[src/rtl/dmem_responder.sv]
// Wait-state data-memory responder: word RAM plus LED/counter MMIO, one-cycle ready pulse.
// Optional free-running cycle counter at CNT_ADDR enabled by `define DMEM_CYCLE_COUNTER_EN.
module dmem_responder #(
  parameter int          DEPTH       = 64,
  parameter int          WAIT_CYCLES = 2,
  parameter logic [31:0] LED_ADDR    = 32'hFFFF_FF00,
  parameter logic [31:0] CNT_ADDR    = 32'hFFFF_FF04
) (
  input  logic        clk,
  input  logic        reset,
  input  logic        req,
  input  logic        we,
  input  logic [31:0] addr,
  input  logic [31:0] wdata,
  output logic [31:0] rdata,
  output logic        ready,
  output logic        err,
  output logic [15:0] led
);

  localparam int AW = $clog2(DEPTH);

  typedef enum logic [1:0] {S_IDLE, S_WAIT, S_RESP} state_t;

  state_t      state;
  logic [3:0]  wcnt;
  logic [31:0] l_addr, l_wdata;
  logic        l_we;

  logic [31:0] mem [DEPTH];

  logic [31:0] a_addr, a_wdata;
  logic        a_we;
  logic        access;
  logic        misaligned, hit_ram, hit_led, hit_cnt, mapped;
  logic [AW-1:0] ram_idx;
  logic [31:0] cnt_val;
  logic [31:0] rd_val;

  // With zero wait states the access happens at the accepting edge, so the
  // live inputs are used there; every later edge uses the latched copy.
  always_comb begin
    a_addr  = l_addr;
    a_we    = l_we;
    a_wdata = l_wdata;
    if (state == S_IDLE) begin
      a_addr  = addr;
      a_we    = we;
      a_wdata = wdata;
    end
  end

  assign access = !reset &&
                  (((state == S_IDLE) && req && (WAIT_CYCLES == 0)) ||
                   ((state == S_WAIT) && (wcnt == 4'd0)));

  assign misaligned = |a_addr[1:0];
  assign hit_ram    = (a_addr[31:2] < 30'(DEPTH));
  assign hit_led    = (a_addr == LED_ADDR);
  assign ram_idx    = a_addr[AW+1:2];

`ifdef DMEM_CYCLE_COUNTER_EN
  logic [31:0] cnt;

  always_ff @(posedge clk) begin
    if (reset) cnt <= 32'd0;
    else       cnt <= cnt + 32'd1;
  end

  assign hit_cnt = (a_addr == CNT_ADDR);
  assign cnt_val = cnt;
`else
  assign hit_cnt = 1'b0 & (a_addr == CNT_ADDR);
  assign cnt_val = 32'd0;
`endif

  assign mapped = hit_ram || hit_led || hit_cnt;

  always_comb begin
    rd_val = 32'd0;
    if (hit_ram)      rd_val = mem[ram_idx];
    else if (hit_led) rd_val = {16'b0, led};
    else if (hit_cnt) rd_val = cnt_val;
  end

  // NOTE: the RAM array has no reset; clearing it would forbid block-RAM mapping,
  // and software must not rely on its power-up contents anyway.
  always_ff @(posedge clk) begin
    if (access && a_we && !misaligned && hit_ram)
      mem[ram_idx] <= a_wdata;
  end

  // NOTE: all sequential state uses non-blocking assignments so every register
  // samples pre-edge values regardless of statement order.
  always_ff @(posedge clk) begin
    if (reset) begin
      state   <= S_IDLE;
      wcnt    <= 4'd0;
      l_addr  <= 32'd0;
      l_wdata <= 32'd0;
      l_we    <= 1'b0;
      rdata   <= 32'd0;
      ready   <= 1'b0;
      err     <= 1'b0;
      led     <= 16'd0;
    end else begin
      ready <= 1'b0;
      case (state)
        S_IDLE: begin
          if (req) begin
            l_addr  <= addr;
            l_we    <= we;
            l_wdata <= wdata;
            if (WAIT_CYCLES == 0) begin
              state <= S_RESP;
            end else begin
              state <= S_WAIT;
              wcnt  <= 4'(WAIT_CYCLES - 1);
            end
          end
        end
        S_WAIT: begin
          if (wcnt == 4'd0) state <= S_RESP;
          else              wcnt  <= wcnt - 4'd1;
        end
        S_RESP:  state <= S_IDLE;
        default: state <= S_IDLE;
      endcase

      if (access) begin
        ready <= 1'b1;
        if (misaligned) begin
          rdata <= 32'd0;
          err   <= 1'b1;
        end else if (a_we) begin
          if (hit_led) led <= a_wdata[15:0];
          if (!mapped) err <= 1'b1;
        end else begin
          rdata <= rd_val;
          if (!mapped) err <= 1'b1;
        end
      end
    end
  end

endmodule

[config.mk]
export PLATFORM = sky130hd
export DESIGN_NAME = dmem_responder
export DESIGN_NICKNAME = d
export VERILOG_FILES = /design/src/rtl/dmem_responder.sv
export SDC_FILE = /design/constraint.sdc
export NUM_CORES = 2
export LEC_CHECK = 0
export ABC_AREA = 1
export CORE_UTILIZATION = 30
export DETAILED_ROUTE_END_ITERATION = 10
export GPL_TIMING_DRIVEN = 0
export MAX_ROUTING_LAYER = met4
export PLACE_DENSITY_LB_ADDON = 0.12
export SLEW_MARGIN = 20
export SYNTH_ARGS = -nofsm -noshare
export SYNTH_HDL_FRONTEND = slang
export SYNTH_SLANG_ARGS = --single-unit
export TNS_END_PERCENT = 10
[constraint.sdc]
create_clock -name clk -period 5 [get_ports clk]
set_input_delay 1 -clock clk [delete_from_list [all_inputs] [get_ports clk]]
set_output_delay 1 -clock clk [all_outputs]
set_load 0.02 [all_outputs]
* After elaboration in Yosys (flattened, before gate mapping)
Memories as Yosys holds them, arrays and structs flattened.
Cells that the tools add are included.
** Storage, ports and cells
- Register bits :: 121
- Latch bits :: 0
- Memory bits (writable) :: 2048
- Memory bits (read-only) :: 0
- Bits of input ports :: 68
- Output and inout port bits :: 50
- Logic and storage cells :: 56
- Memories kept :: 1
** Memory list
- mem :: depth 64, width 32, read ports 1, clocked after memory_dff 0, write ports 1, line 30 : logic [31:0] mem [DEPTH];
** Cells by class
- $add $sub $neg :: 1
- Multipliers :: 0
- Divide/modulo/power cells :: 0
- Magnitude comparators :: 1
- Equality and inequality tests :: 7
- Shift operators :: 0
- Multiplexer cells :: 18
- Bitwise gates (word level) :: 1
- Reduce and logical (&&, ||, !) cells :: 18
** Operators by type and width (number)
- 2-to-1 mux 32 bit :: 5
- equality test 32 bit, second input constant :: 1
- < comparator 30 x 7 -> 1 bit, second input constant :: 1
- 2-to-1 mux 16 bit :: 1
- 2-to-1 mux 4 bit :: 2
- one-hot mux 4 bit (2 select lines) :: 1
- AND reduction 2 bit :: 4
- 2-to-1 mux 1 bit :: 6
- != test 2 bit, second input constant :: 3
- logical AND 1 bit :: 5
- zero test 4 bit :: 1
- 2-to-1 mux 2 bit :: 2
- != test 2 x 1 -> 1 bit, second input constant :: 2
- one-hot mux 2 bit (2 select lines) :: 1
- AND reduction 4 bit :: 1
- subtractor 4 x 1 -> 4 bit, second input constant :: 1
- AND reduction 3 bit :: 1
- equality test 2 x 1 -> 1 bit, second input constant :: 1
- zero test 1 bit :: 2
- zero test 2 bit :: 1
- nonzero test 2 bit :: 1
- OR reduction 2 bit :: 1
- logical OR 1 bit :: 1
- NOT 1 bit :: 1

* Logic depth before layout (Yosys ltp)
- Depth after elaboration :: 8
- Depth in mapped cells :: 19
- Gate-level depth less buffers :: 16

* Worst setup path after synthesis
Ideal clock, no wire load.
- Path type :: reg-to-reg
- Start point :: reg state[1]
- End point :: mem mem[0][16], data pin
- Library setup time :: 0.702 ns
- Arrival time :: 3.817 ns
- Data required time :: 4.298 ns
- Path slack :: 0.481 ns
- Stages on the path, launching flop included :: 8
- Clock period less this slack :: 4.519 ns
- Cells stage by stage :: dfxtp_1 > nor2_4 > buf_6 > buf_6 > clkbuf_1 > clkbuf_1 > clkbuf_1 > o21ai_0
** On the way
- Longest elaborated chain between the ends :: 2
** Ends and longest elaborated chain
- start, declared :: line 25 : state_t state;
- start signal, assigned :: line 97 : state <= S_IDLE;
- start signal, assigned :: line 115 : state <= S_RESP;
- start signal, assigned :: line 117 : state <= S_WAIT;
- zero test 2 bit :: line 46 : if (state == S_IDLE) begin
- 2-to-1 mux 32 bit :: line 46
- net a_wdata[16] :: line 32 : logic [31:0] a_addr, a_wdata;
- end, declared :: line 30
The timed path passes the listed nets, and every way through them passes these cells.

* Final worst setup path
- Start point :: reg state[1]
- End point :: mem mem[4][9], enable pin
** On the way
- Longest elaborated chain between the ends :: 8
- Elaborated cells between the ends (all ways) :: 14
** Ends and longest elaborated chain
- parallel branches: the longest is 8 deep, another holds < comparator 30 x 7 -> 1 bit
Several ways; the timed one is not identified.

==> flow_summary.rst <==
.. list-table::
   :header-rows: 1

   * - Metric
     - Value
   * - Number of remaining DRC errors
     - 0
   * - Core footprint
     - around 290000 sq um
   * - Die area
     - between 200000 and 300000 sq um
   * - DR vias/cell
     - 5.22
   * - Synth Area in XOR/XNOR
     - 0
   * - Final clock skew
     - around 0.070 ns
   * - Critical setup path kind
     - flop to flop
   * - Clock buffers created by TritonCTS
     - 242
   * - Multiplexer area fraction after synthesis
     - 0.000115
   * - Post-route fraction of the period consumed by the critical path
     - 1.03
   * - Leakage
     - a little under 0.04 uW
   * - Violations in the final reports
     - negative setup slack
   * - Critical R2R Capture
     - mem[4][9]
   * - Antenna violations before repair
     - 25
   * - Critical-path cell list
     - nor2_4 > buf_6 > nand2_1 > o21ai_2 > nand2_1 > nor2_4 > clkbuf_1 > inv_1 > nor2_4 > buf_12 > buf_12
   * - Final Instance Area
     - about 110000 sq um
   * - Distinct cells, synth
     - 43
   * - I/O pin count
     - approximately 120
   * - Total wire length
     - approximately 400000 um
   * - Crit path max fanout
     - 14
   * - Critical Path RT
     - 5.59 ns
   * - Comb pwr share
     - 0.188
   * - Post-route setup slack
     - -0.158 ns
   * - Post-route total power
     - 46500 uW
   * - Switching fraction of total power
     - 0.304
   * - Endpoint type of the worst setup path
     - flop
   * - Setup repair after global routing missed its margin
     - yes
   * - Worst r2r src
     - state[1]
   * - Final-report setup violation count
     - 29
   * - Maximum resistive drop on vdd
     - approximately 0.32 mV
   * - Worst setup path endpoint
     - mem[4][9]
   * - Simple-gate share of the synthesized area
     - 0.183
   * - Max incr delay on CP
     - between 0.8 and 0.9 ns
   * - Library cell contributing the largest single delay on the critical path
     - sky130_fd_sc_hd__clkbuf_1
   * - Cell area after placement
     - 100000 sq um
   * - Layout cells sized above 1
     - 0.123
   * - Final layout net count
     - between 8000 and 9000
   * - Congestion Overflow GR
     - 0
   * - Flop pwr share
     - 0.440
   * - Sum of net half-perimeters after detailed placement
     - about 290000 um
   * - Minimum period implied by the final worst setup slack
     - just over 5 ns
   * - Power Internal
     - roughly 32000 uW
   * - Number of cell instances on the worst register-to-register path
     - 11
   * - Worst setup startpoint
     - state[1]
   * - Commonest cells after routing, fill and taps aside
     - sky130_fd_sc_hd__nand2_1 (2417), sky130_fd_sc_hd__edfxtp_1 (2048), sky130_fd_sc_hd__nor2_1 (695), sky130_fd_sc_hd__nand3_1 (649), sky130_fd_sc_hd__o21ai_0 (297)
   * - Post-Synthesis Cell Area
     - 86900 sq um
   * - Actual transition at the worst max-transition pin
     - 1.40 ns
   * - Via count of the routed design
     - 63200
   * - Max Cap Violations
     - 0
   * - Highest clock frequency the design can meet
     - between 150 and 200 MHz
   * - Die extent in y
     - ~540 um
   * - Rel. slew slack
     - 0.0653
   * - CTS HTree Levels
     - 4
   * - Wire length per cell
     - between 30 and 40 um
   * - Initial DRC Count
     - just over 8000
   * - Share of flip-flops with an asynchronous set or reset
     - 0
   * - Hold violation count in the final report
     - 0
   * - Clock Power Share
     - 0.373
   * - All-layer global routing usage
     - 0.275
   * - First-pass GRT wire length
     - between 500000 and 600000 um
   * - Status
     - finished, violations left
   * - CTS tree
     - built
   * - Largest family of logic cells by synthesized area
     - simple AND/OR/NAND/NOR gates
   * - Classification of the worst-slack hold path
     - flop to flop
   * - Adder-cell share of the synthesized area
     - 0.000288
   * - Average instance area after synthesis
     - 11.6 sq um
   * - Power Dens Cells
     - approximately 430 nW/um^2
   * - Setup slack at placement
     - -1.33 ns
   * - Net count after synthesis
     - approximately 7600
   * - Most common library cell in the layout ignoring fill and taps
     - sky130_fd_sc_hd__nand2_1
   * - Switching Power
     - between 10000 and 15000 uW
   * - Number of global-route vias before repair
     - 58500
   * - Maximum number of pins on one net before global-route repair
     - 30
   * - Pins over their slew limit
     - 0
   * - DRT antenna net count
     - 0
   * - Maximum clock insertion buffer count
     - 4
   * - Clock root cell
     - sky130_fd_sc_hd__clkbuf_16
   * - Register-to-Register Setup Slack
     - -0.16 ns
   * - Flip-flop cell with the highest count after synthesis
     - sky130_fd_sc_hd__edfxtp_1
   * - Width of the die
     - about 540 um
   * - Fraction of the yosys area taken by sequential cells
     - 0.736
   * - RD Place Congestion
     - approximately 0.91
   * - Number of input and output port buffers inserted
     - 116
   * - Number of cells produced by synthesis
     - around 7500
   * - Crit path DAT
     - ~5.8 ns
   * - Most numerous cell on the critical path
     - sky130_fd_sc_hd__nor2_4
   * - Quantity of hold-fixing buffers added after cts
     - 0
   * - Critical Path Source Type
     - flop
   * - Site row count
     - ~200
   * - TritonCTS sink count
     - between 2000 and 2500
   * - Initial core utilization
     - 0.302
   * - Clock-pin slew on the worst setup and hold paths
     - about 0.060 ns
   * - Area growth from synthesis to layout
     - 24.0%
   * - Count of yosys warnings during synthesis
     - 0
   * - Clk_lat worst skew
     - approximately 0.96 ns
   * - Post-synthesis sequential element count
     - between 2000 and 2500
   * - EDFF count, synth
     - ~2000
   * - Synthesized-area fraction occupied by ao, oa, aoi and oai cells
     - 0.0450
   * - Detailed Routing Iterations Pass 1
     - 6
==> routing by layer <==
| layer | GRT usage | part of all wire | vias to the layer above |
|---|---|---|---|
| li1 | - | - | 27200 |
| met1 | 0.368 | 0.42 | 32100 |
| met2 | 0.421 | 0.45 | 3172 |
| met3 | 0.0436 | 0.083 | 724 |
| met4 | 0.103 | 0.045 | 0 |
| met5 | - | 0 | - |
==> state kept, by name, summed over array words and instances, names as in the netlist <==
name and count:
mem 2048, ready 1, err 1, rdata 32
l_we 1, state 2, wcnt 4, l_wdata 32
l_addr 32, led 16
==> how the worst min path moves through the flow <==
stage / from / end / slack (ns) / depth (start not counted)
global route: l_addr[8] / l_addr[8] / 0.48 / 2
global placement: l_wdata[30] / l_wdata[30] / 0.43 / 2
CTS: l_addr[14] / l_addr[14] / 0.46 / 2
detailed placement: l_addr[10] / l_addr[10] / 0.45 / 2
floorplan: l_addr[10] / l_addr[10] / 0.42 / 2
finish: l_addr[14] / l_addr[14] / 0.46 / 2
==> layout make-up <==
class | count | area (sq um)
Fill cell | 27800 | 180000
Sequential cell | 2169 | 63900
Clock buffer | 331 | 6610
Buffer | 408 | 2330
Timing Repair Buffer | 387 | 7730
Inverter | 219 | 822
Multi-Input combinational cell | 4706 | 20700
Clock inverter | 101 | 831
Tap cell | 3781 | 4730
Antenna cell | 10 | 25.0
==> power groups by stage <==
stage	logic, uW	clock network (uW)	registers (uW)
5_1_grt	9040	18200	20400
3_3_place_gp	7690	0	21300
4_1_cts	8590	17500	20400
3_5_place_dp	8560	0	20800
2_1_floorplan	3680	0	21000
6_report	8720	17300	20400
==> timing repair <==
item                                    4_1_cts  5_1_grt
pin swaps                                     0        1
resized for setup                             4        2
buffers inserted                              0        1
endpoints found under the setup margin      686       34
gates cloned                                  0        0
==> critical path: cells and delay by family, from the launching register on <==
family | cells | cell delay (ns)
simple gates | 5 | 1.90
buf+inv | 5 | 2.23
flops | 1 | 0.36
compound gates | 1 | 0.26
==> kinds of logic (layout without fill, tap and decap cells) <==
kind of cell | Yosys count | count (layout)
muxes | 1 | 1
DFF | 2169 | 2169
AOI/OAI and AO/OA | 760 | 760
adders and majority gates | 2 | 2
and+or+nand+nor | 3943 | 3943
other | 0 | 10
buffers and inverters | 628 | 1446
==> cell usage after synthesis, drive strengths merged, types with 3 or more instances <==
master  count  area (sq um)
dfxtp     121          2420
nor2      770          2920
a21oi     143           716
o31ai       6          45.0
nand2    2424          9120
nand4      58           363
or2        14          87.6
nor3       21           110
nand3b      6          45.0
o211ai     12          90.1
clkinv      3          11.3
o22ai      13          81.3
clkbuf    108           409
edfxtp   2048         61500
a211oi      3          22.5
buf       301          1900
nand3     649          3250
o21ai     579          2920
inv       216           811
==> metrics by stage <==
step / instances / setup TNS (ns) / hold slack [ns] / util
final: 12100 / -2.75 / 0.457 / 0.374
after global routing: 12100 / -0.0954 / 0.480 / 0.374
after CTS: 12100 / 0 / 0.457 / 0.374
after detailed placement: 11700 / -1362.15 / 0.446 / 0.348
after global placement: 11400 / - / 0.433 / 0.322
after floorplan: 7503 / 0 / 0.423 / -
(Power assumes the default switching activity.)
